$ cat config.mk
export PLATFORM = sky130hd
export DESIGN_NAME = iqueue_mp_flat
export DESIGN_NICKNAME = d
export VERILOG_FILES = /design/src/rtl/iqueue_mp_pkg.sv /design/src/rtl/iqueue_mp_if.sv /design/src/rtl/iq_lane_mux.sv /design/src/rtl/iqueue_mp.sv /design/src/flat_wrapper.sv
export SDC_FILE = /design/constraint.sdc
export NUM_CORES = 2
export LEC_CHECK = 0
export ABC_CLOCK_PERIOD_IN_PS = 19100
export CAP_MARGIN = 20
export CORE_UTILIZATION = 60
export CTS_BUF_LIST = sky130_fd_sc_hd__clkbuf_4
export CTS_CLUSTER_SIZE = 24
export DETAILED_ROUTE_END_ITERATION = 10
export GPL_TIMING_DRIVEN = 0
export PLACE_DENSITY = 0.77
export SYNTH_ARGS = -nofsm -noshare
export SYNTH_HDL_FRONTEND = slang
export SYNTH_SLANG_ARGS = --single-unit
$ cat constraint.sdc
create_clock -name clk -period 19.1 [get_ports clk]
set_input_delay 2.865 -clock clk [delete_from_list [all_inputs] [get_ports clk]]
set_output_delay 2.865 -clock clk [all_outputs]
set_load 0.01 [all_outputs]
$ cat src/rtl/iqueue_mp_pkg.sv
// rtl/iqueue_mp_pkg.sv - shared defaults and helpers for the multi-lane instruction queue
// Purpose: default geometry of the IF->ID instruction queue and a constant clog2 helper.
// Ports: none (package).
package iqueue_mp_pkg;

  localparam int IQ_DEPTH_DEF   = 32;
  localparam int IQ_LANES_DEF   = 2;
  localparam int IQ_INSTR_W_DEF = 32;
  localparam int IQ_PC_W_DEF    = 32;

  // Constant-foldable ceil(log2(value)); value <= 1 yields 0.
  function automatic int iq_clog2(input int value);
    int result;
    int rem;
    result = 0;
    rem    = value - 1;
    while (rem > 0) begin
      result = result + 1;
      rem    = rem >> 1;
    end
    return result;
  endfunction

endpackage

$ cat src/rtl/iqueue_mp_if.sv
// rtl/iqueue_mp_if.sv - IF/ID-facing bundle of the multi-lane instruction queue
// Purpose: groups control, push (IF side) and head/pop (ID side) signals.
// Ports (by modport):
//   master: drives rdy_i, clr_i, push_cnt_i, push_data_i, push_pc_i, pop_cnt_i;
//           observes free_o, full_o, count_o, head_vld_o, head_data_o, head_pc_o
//   slave : the queue itself, opposite directions
interface iqueue_mp_if
  import iqueue_mp_pkg::*;
#(
  parameter int DEPTH  = IQ_DEPTH_DEF,
  parameter int DATA_W = IQ_INSTR_W_DEF,
  parameter int PC_W   = IQ_PC_W_DEF,
  parameter int LANES  = IQ_LANES_DEF
) ();

  localparam int PTR_W  = iq_clog2(DEPTH);
  localparam int CNT_W  = PTR_W + 1;
  localparam int LCNT_W = iq_clog2(LANES + 1);

  logic                    rdy_i;
  logic                    clr_i;
  logic [LCNT_W-1:0]       push_cnt_i;
  logic [LANES*DATA_W-1:0] push_data_i;
  logic [LANES*PC_W-1:0]   push_pc_i;
  logic [CNT_W-1:0]        free_o;
  logic                    full_o;
  logic [LCNT_W-1:0]       pop_cnt_i;
  logic [LANES-1:0]        head_vld_o;
  logic [LANES*DATA_W-1:0] head_data_o;
  logic [LANES*PC_W-1:0]   head_pc_o;
  logic [CNT_W-1:0]        count_o;

  modport master (
    output rdy_i, clr_i, push_cnt_i, push_data_i, push_pc_i, pop_cnt_i,
    input  free_o, full_o, head_vld_o, head_data_o, head_pc_o, count_o
  );

  modport slave (
    input  rdy_i, clr_i, push_cnt_i, push_data_i, push_pc_i, pop_cnt_i,
    output free_o, full_o, head_vld_o, head_data_o, head_pc_o, count_o
  );

endinterface

$ cat src/rtl/iq_lane_mux.sv
// rtl/iq_lane_mux.sv - read/forward selector for one head lane of the instruction queue
// Purpose: lane LANE shows stored entry head+LANE; with IQ_BYPASS_EN defined, a lane past
//          the stored occupancy forwards push lane (LANE - count) in the same cycle.
// Ports: count (stored occupancy), mem_data/mem_pc (stored entry head+LANE),
//        push_cnt/push_data/push_pc (only with IQ_BYPASS_EN), vld/data/pc (lane output).
// Macro: IQ_BYPASS_EN enables same-cycle forwarding.
module iq_lane_mux
  import iqueue_mp_pkg::*;
#(
  parameter int LANE   = 0,
  parameter int LANES  = IQ_LANES_DEF,
  parameter int DATA_W = IQ_INSTR_W_DEF,
  parameter int PC_W   = IQ_PC_W_DEF,
  parameter int CNT_W  = 6
) (
  input  logic [CNT_W-1:0]        count,
  input  logic [DATA_W-1:0]       mem_data,
  input  logic [PC_W-1:0]         mem_pc,
`ifdef IQ_BYPASS_EN
  input  logic [CNT_W-1:0]        push_cnt,
  input  logic [LANES*DATA_W-1:0] push_data,
  input  logic [LANES*PC_W-1:0]   push_pc,
`endif
  output logic                    vld,
  output logic [DATA_W-1:0]       data,
  output logic [PC_W-1:0]         pc
);

`ifdef IQ_BYPASS_EN
  logic [CNT_W-1:0] fwd_idx;
`endif

  always_comb begin
    vld  = CNT_W'(LANE) < count;
    data = mem_data;
    pc   = mem_pc;
`ifdef IQ_BYPASS_EN
    // Only meaningful when LANE >= count, which is exactly when vld is still 0.
    fwd_idx = CNT_W'(LANE) - count;
    if (!vld) begin
      vld = fwd_idx < push_cnt;
      for (int j = 0; j < LANES; j++) begin
        if (fwd_idx == CNT_W'(j)) begin
          data = push_data[j*DATA_W +: DATA_W];
          pc   = push_pc[j*PC_W +: PC_W];
        end
      end
    end
`endif
  end

endmodule

$ cat src/rtl/iqueue_mp.sv
// rtl/iqueue_mp.sv - multi-lane instruction queue between IF and ID
// Purpose: accepts up to LANES {instr,pc} pairs per cycle, presents the oldest LANES entries,
//          retires 0..LANES per cycle; registered count/free/full credit.
// Ports: clk, rst_n (async active-low), bus (iqueue_mp_if.slave: rdy_i, clr_i, push_*,
//        pop_cnt_i, free_o, full_o, count_o, head_vld_o, head_data_o, head_pc_o).
// Macro: IQ_BYPASS_EN adds same-cycle push-to-head forwarding while count < LANES.
module iqueue_mp
  import iqueue_mp_pkg::*;
#(
  parameter int DEPTH  = IQ_DEPTH_DEF,
  parameter int DATA_W = IQ_INSTR_W_DEF,
  parameter int PC_W   = IQ_PC_W_DEF,
  parameter int LANES  = IQ_LANES_DEF
) (
  input logic        clk,
  input logic        rst_n,
  iqueue_mp_if.slave bus
);

  localparam int PTR_W = iq_clog2(DEPTH);
  localparam int CNT_W = PTR_W + 1;

  logic [PTR_W-1:0]  head_q, tail_q;
  logic [CNT_W-1:0]  count_q, free_q;
  logic              full_q;
  logic [DATA_W-1:0] mem_data [DEPTH];
  logic [PC_W-1:0]   mem_pc   [DEPTH];

  logic [CNT_W-1:0]  push_req, pop_req, push_eff, pop_eff, pop_fwd, pop_mem, avail;
  logic [CNT_W-1:0]  count_nxt, free_nxt;
  logic [LANES-1:0]  wr_en;
  logic [PTR_W-1:0]  wr_addr [LANES];
  logic [PTR_W-1:0]  rd_addr [LANES];

  always_comb begin
    push_req = CNT_W'(bus.push_cnt_i);
    pop_req  = CNT_W'(bus.pop_cnt_i);
    // Illegal requests are clipped so the pointers can never overrun each other.
    push_eff = (push_req > free_q) ? free_q : push_req;
`ifdef IQ_BYPASS_EN
    avail    = count_q + push_eff;
`else
    avail    = count_q;
`endif
    if (avail > CNT_W'(LANES)) avail = CNT_W'(LANES);
    pop_eff  = (pop_req > avail) ? avail : pop_req;
`ifdef IQ_BYPASS_EN
    // Pops beyond the stored entries consume forwarded push lanes, which are never written.
    pop_fwd  = (pop_eff > count_q) ? pop_eff - count_q : '0;
`else
    pop_fwd  = '0;
`endif
    pop_mem   = pop_eff - pop_fwd;
    count_nxt = count_q + push_eff - pop_eff;
    free_nxt  = CNT_W'(DEPTH) - count_nxt;
  end

  always_ff @(posedge clk or negedge rst_n) begin
    if (!rst_n) begin
      head_q  <= '0;
      tail_q  <= '0;
      count_q <= '0;
      free_q  <= CNT_W'(DEPTH);
      full_q  <= 1'b0;
    end else if (bus.rdy_i) begin
      if (bus.clr_i) begin
        head_q  <= '0;
        tail_q  <= '0;
        count_q <= '0;
        free_q  <= CNT_W'(DEPTH);
        full_q  <= 1'b0;
      end else begin
        head_q  <= head_q + PTR_W'(pop_mem);
        tail_q  <= tail_q + PTR_W'(push_eff - pop_fwd);
        count_q <= count_nxt;
        free_q  <= free_nxt;
        full_q  <= free_nxt < CNT_W'(LANES);
      end
    end
  end

  // Forwarded-and-popped lanes are skipped, so surviving lanes pack from tail.
  for (genvar k = 0; k < LANES; k++) begin : g_wr
    assign wr_en[k]   = bus.rdy_i && !bus.clr_i &&
                        (CNT_W'(k) >= pop_fwd) && (CNT_W'(k) < push_eff);
    assign wr_addr[k] = tail_q + PTR_W'(CNT_W'(k) - pop_fwd);
  end

  always_ff @(posedge clk) begin
    for (int k = 0; k < LANES; k++) begin
      if (wr_en[k]) begin
        mem_data[wr_addr[k]] <= bus.push_data_i[k*DATA_W +: DATA_W];
        mem_pc[wr_addr[k]]   <= bus.push_pc_i[k*PC_W +: PC_W];
      end
    end
  end

  for (genvar k = 0; k < LANES; k++) begin : g_head
    assign rd_addr[k] = head_q + PTR_W'(k);
    iq_lane_mux #(
      .LANE(k), .LANES(LANES), .DATA_W(DATA_W), .PC_W(PC_W), .CNT_W(CNT_W)
    ) u_lane_mux (
      .count    (count_q),
      .mem_data (mem_data[rd_addr[k]]),
      .mem_pc   (mem_pc[rd_addr[k]]),
`ifdef IQ_BYPASS_EN
      .push_cnt (push_eff),
      .push_data(bus.push_data_i),
      .push_pc  (bus.push_pc_i),
`endif
      .vld      (bus.head_vld_o[k]),
      .data     (bus.head_data_o[k*DATA_W +: DATA_W]),
      .pc       (bus.head_pc_o[k*PC_W +: PC_W])
    );
  end

  assign bus.count_o = count_q;
  assign bus.free_o  = free_q;
  assign bus.full_o  = full_q;

  always @(posedge clk) begin
    if (rst_n && bus.rdy_i && !bus.clr_i) begin
      assert (push_req <= free_q) else $error("iqueue_mp: push_cnt exceeds free slots");
      assert (pop_req <= avail) else $error("iqueue_mp: pop_cnt exceeds valid head lanes");
    end
  end

endmodule

$ cat src/flat_wrapper.sv
// flat-port wrapper written by rule: the top's interface ports become plain ports
module iqueue_mp_flat import iqueue_mp_pkg::*;
#(
  parameter int DEPTH  = IQ_DEPTH_DEF,
  parameter int DATA_W = IQ_INSTR_W_DEF,
  parameter int PC_W   = IQ_PC_W_DEF,
  parameter int LANES  = IQ_LANES_DEF
)
  (clk, rst_n, bus_rdy_i, bus_clr_i, bus_push_cnt_i, bus_push_data_i, bus_push_pc_i, bus_pop_cnt_i, bus_free_o, bus_full_o, bus_head_vld_o, bus_head_data_o, bus_head_pc_o, bus_count_o);
  iqueue_mp_if #(.DEPTH(DEPTH), .DATA_W(DATA_W), .PC_W(PC_W), .LANES(LANES)) bus_i ();
  input logic clk;
  input logic rst_n;
  input wire logic [$bits(bus_i.rdy_i)-1:0] bus_rdy_i;
  input wire logic [$bits(bus_i.clr_i)-1:0] bus_clr_i;
  input wire logic [$bits(bus_i.push_cnt_i)-1:0] bus_push_cnt_i;
  input wire logic [$bits(bus_i.push_data_i)-1:0] bus_push_data_i;
  input wire logic [$bits(bus_i.push_pc_i)-1:0] bus_push_pc_i;
  input wire logic [$bits(bus_i.pop_cnt_i)-1:0] bus_pop_cnt_i;
  output wire logic [$bits(bus_i.free_o)-1:0] bus_free_o;
  output wire logic [$bits(bus_i.full_o)-1:0] bus_full_o;
  output wire logic [$bits(bus_i.head_vld_o)-1:0] bus_head_vld_o;
  output wire logic [$bits(bus_i.head_data_o)-1:0] bus_head_data_o;
  output wire logic [$bits(bus_i.head_pc_o)-1:0] bus_head_pc_o;
  output wire logic [$bits(bus_i.count_o)-1:0] bus_count_o;
  assign bus_i.rdy_i = bus_rdy_i;
  assign bus_i.clr_i = bus_clr_i;
  assign bus_i.push_cnt_i = bus_push_cnt_i;
  assign bus_i.push_data_i = bus_push_data_i;
  assign bus_i.push_pc_i = bus_push_pc_i;
  assign bus_i.pop_cnt_i = bus_pop_cnt_i;
  assign bus_free_o = bus_i.free_o;
  assign bus_full_o = bus_i.full_o;
  assign bus_head_vld_o = bus_i.head_vld_o;
  assign bus_head_data_o = bus_i.head_data_o;
  assign bus_head_pc_o = bus_i.head_pc_o;
  assign bus_count_o = bus_i.count_o;
  iqueue_mp #(.DEPTH(DEPTH), .DATA_W(DATA_W), .PC_W(PC_W), .LANES(LANES)) u_core (.clk(clk), .rst_n(rst_n), .bus(bus_i));
endmodule
==> results.py <==
metrics = {
    "drt": {
        "routed_via_density": 7.82,
        "drtIter0Drc": 15171,
        "wl_met2_microns": 201000,
        "wl_met3_microns": 81200,
        "wl_met1_microns": 151000,
        "drtPass1Iterations": 7,
        "drc": 0,
        "wl_microns": 478000,
        "ant_nets": 0,
        "top_layer_used": "met5",
        "post_drt_wl_per_cell_microns": 43.0,
        "num_vias": 86792,
    },
    "floorplan": {
        "fp.dieW_microns": 452,
        "dieArea_sq_mm": 0.204,
        "die_y_microns": 452,
        "core_area_sq_mm": 0.200,
        "rows": 164,
        "pin_count": 279,
        "initial_core_util_pct": 60.5,
    },
    "grt": {
        "grt-ovfl-total": 0,
        "grt_antenna_before_repair": 40,
        "grt_pass1_wl_microns": 650000,
        "grt_max_degree": 29,
        "grt_pass1_vias": 86000,
        "grtUsageTotal_pct": 46.6,
    },
    "setup_path": {
        "path_class": "reg -> out",
        "cp-end-kind": "primary output",
        "r2r_slack_ns": 13.79,
        "path_max_fanout": 10,
        "crit_required_ns": 16.23,
        "start_kind": "register",
        "worst_ep_arrival_time_ns": 7.03,
    },
    "power_and_ir_drop": {
        "powerDensity_mw_per_mm2": 134,
        "peakVddDrop_v": 0.000114,
        "p_leak_nw": 45.3,
    },
    "synth": {
        "synth_area_sq_mm": 0.121,
        "ys_types": 54,
        "seq_area_frac_synth_pct": 51.2,
        "synthArstFlopShare_pct": 1.06,
        "syn_area_per_cell_sq_um": 17.7,
        "synth-main-ff-cell": "edfxtp_1",
        "synth_area_leader_cell": "edfxtp_1",
        "synth_cells": 6836,
        "synth-edff-count": 2048,
        "yosysTopAreaCellShare_pct": 50.7,
        "ys_ff_latch": 2070,
        "yosysWarnings": 0,
        "synth_area_leaders": "edfxtp_1 51%, mux4_2 24%, mux2_2 18%",
    },
    "timing": {
        "finalSetupViolCount": 0,
        "max-slew-margin-rel_pct": 10.8,
        "worst_slew_pin_slew_ns": 1.34,
        "whs_ns": 0.601,
        "fin_crit_ns": 9.90,
        "rsz0062_at_grt": "no",
        "finalHoldViolCount": 0,
        "fin_tns_setup_ns": 0,
        "fmax_mhz": 101,
        "period_share_pct": 51.8,
        "skew_ns": 0.115,
        "drv_slew": 0,
    },
    "cts": {
        "root_buffer": "clkbuf_4",
        "cts_hold_buf": 0,
        "cts.repair.resized": 0,
        "clock_path_buffers": 4,
        "clock_latency_ns": 1.56,
        "cts_tree": "yes",
        "htree_num_levels": 6,
        "cts.clk_slew.worst_paths_ns": 0.07,
        "cts_buffers": 582,
        "post_cts_buffers": 0,
        "cts_sinks": 2070,
    },
    "final_layout": {
        "regArea_sq_mm": 0.0621,
        "area_growth_pct": 15.2,
        "nets": 8168,
        "n_fill_cell": 13024,
        "post-route-cell-area_sq_mm": 0.140,
        "drive_gt1_share_pct": 57.3,
        "multi_input_area_sq_mm": 0.0553,
    },
    "placement": {
        "placed_area_sq_mm": 0.132,
        "dp_hpwl_microns": 340000,
        "place_congestion": 0.967,
        "port_buffers": 277,
    },
    "status": {
        "status": "finished, final reports clean",
    },
    "flow_run": {
        "cap_violations": 0,
    },
    "hold_path": {
        "hp-class": "reg -> reg",
    },
}
through the flow:
stage / cells / total power, W / setup slack (ns) / utilization, %
after floorplan: 6844 / 0.0106 / 9.97 / -
after global placement: 9777 / 0.0139 / -0.0767 / 63.6
after detailed placement: 10036 / 0.0142 / 11.08 / 65.9
after CTS: 10991 / 0.0182 / 9.53 / 69.3
after global routing: 11059 / 0.0190 / 9.51 / 69.7
final: 11105 / 0.0188 / 9.20 / 69.7
per-layer routing:
metal	vias up	global-route usage [%]
li1	31026	-
met1	43318	57.2
met2	9949	64.8
met3	2481	20.3
met4	18	36.1
met5	-	1.54
cells in the mapped netlist (all sizes together) (8+ instances only):
cell / instances
a21oi: 8
o21ai: 13
nand2: 224
dfrtp: 21
nor2: 35
nor2b: 8
nand3: 8
ha: 20
o21bai: 9
mux4: 1280
mux2: 2114
nor3: 27
o22ai: 13
edfxtp: 2048
clkbuf: 535
buf: 377
inv: 41
path summary, 6_finish.rpt:
| check | from | to | depth (start not counted) |
|---|---|---|---|
| worst min register to register | u_core.bus.free_o[5] | u_core.bus.free_o[5] | 2 |
| min in group asynchronous | rst_n | u_core.bus.free_o[3] | 1 |
| max in group asynchronous | rst_n | u_core.head_q[0] | 2 |
| worst min-delay path | u_core.bus.free_o[5] | u_core.bus.free_o[5] | 2 |
| worst max-delay path | u_core.head_q[1] | bus_head_data_o[34] | 9 |
| worst max register to register | u_core.bus.free_o[1] | u_core.mem_pc[8][8] | 12 |
sequential cells by signal (all words and copies together) (netlist names):
signal	cells
u_core.mem_pc	1024
u_core.bus.free_o	6
u_core.bus.count_o	5
u_core.tail_q	5
u_core.head_q	5
u_core.bus.full_o	1
u_core.mem_data	1024
cells in the final DEF (no fill, tap or decap), types with 8 or more instances in the layout:
cell	count
diode_2	73
conb_1	10
clkbuf_1	517
clkinv_1	80
clkbuf_2	18
buf_2	219
nor3_2	8
o21ai_0	12
buf_1	90
clkdlybuf4s50_1	277
o21bai_4	8
mux4_2	1280
mux2_1	132
a21oi_1	8
clkinv_2	12
buf_4	51
ha_1	20
buf_16	25
buf_6	95
mux2_2	1981
buf_8	126
inv_2	10
dfrtp_1	21
nor2_4	14
nor2_1	16
nor2b_1	8
buf_12	70
nor3_1	14
inv_1	40
edfxtp_1	2048
o22ai_1	13
clkbuf_4	846
nand2_1	217
power breakdown:
group          switching (W)  internal, W
combinational        0.00503      0.00441
sequential         0.0000810      0.00513
clock                0.00202      0.00209
total                0.00713       0.0116
layout make-up:
cell class              instances  area share [%]
diodes                         73           0.131
plain buffers                 912            2.91
clock buffers                 846            4.55
clock inverters               109           0.423
inverters                      42           0.115
multi-input cells            3820            39.6
flip-flops and latches       2070            44.4
well taps                    2656            2.38
repair buffers                577            5.46
worst max-delay path: stages (launching register included):
cell and delay, ns:
dfrtp_1 0.49, ha_1 0.33, buf_2 0.35, buf_2 0.61, clkbuf_1 0.83, buf_1 0.95, mux4_2 0.44, mux4_2 0.50
mux2_2 0.41, clkdlybuf4s50_1 0.52
logic make-up after synthesis:
group | share of synthesized area (%)
adder cells (fa/ha/maj) | 0.322
XOR/XNOR | 0.101
AO/OA/AOI/OAI | 0.302
flip-flops | 51.2
AND/OR/NAND/NOR | 1.21
buffers and inverters | 3.45
multiplexers | 43.4
other | 0.00619
Note: power is estimated with default switching activity, not from simulation.
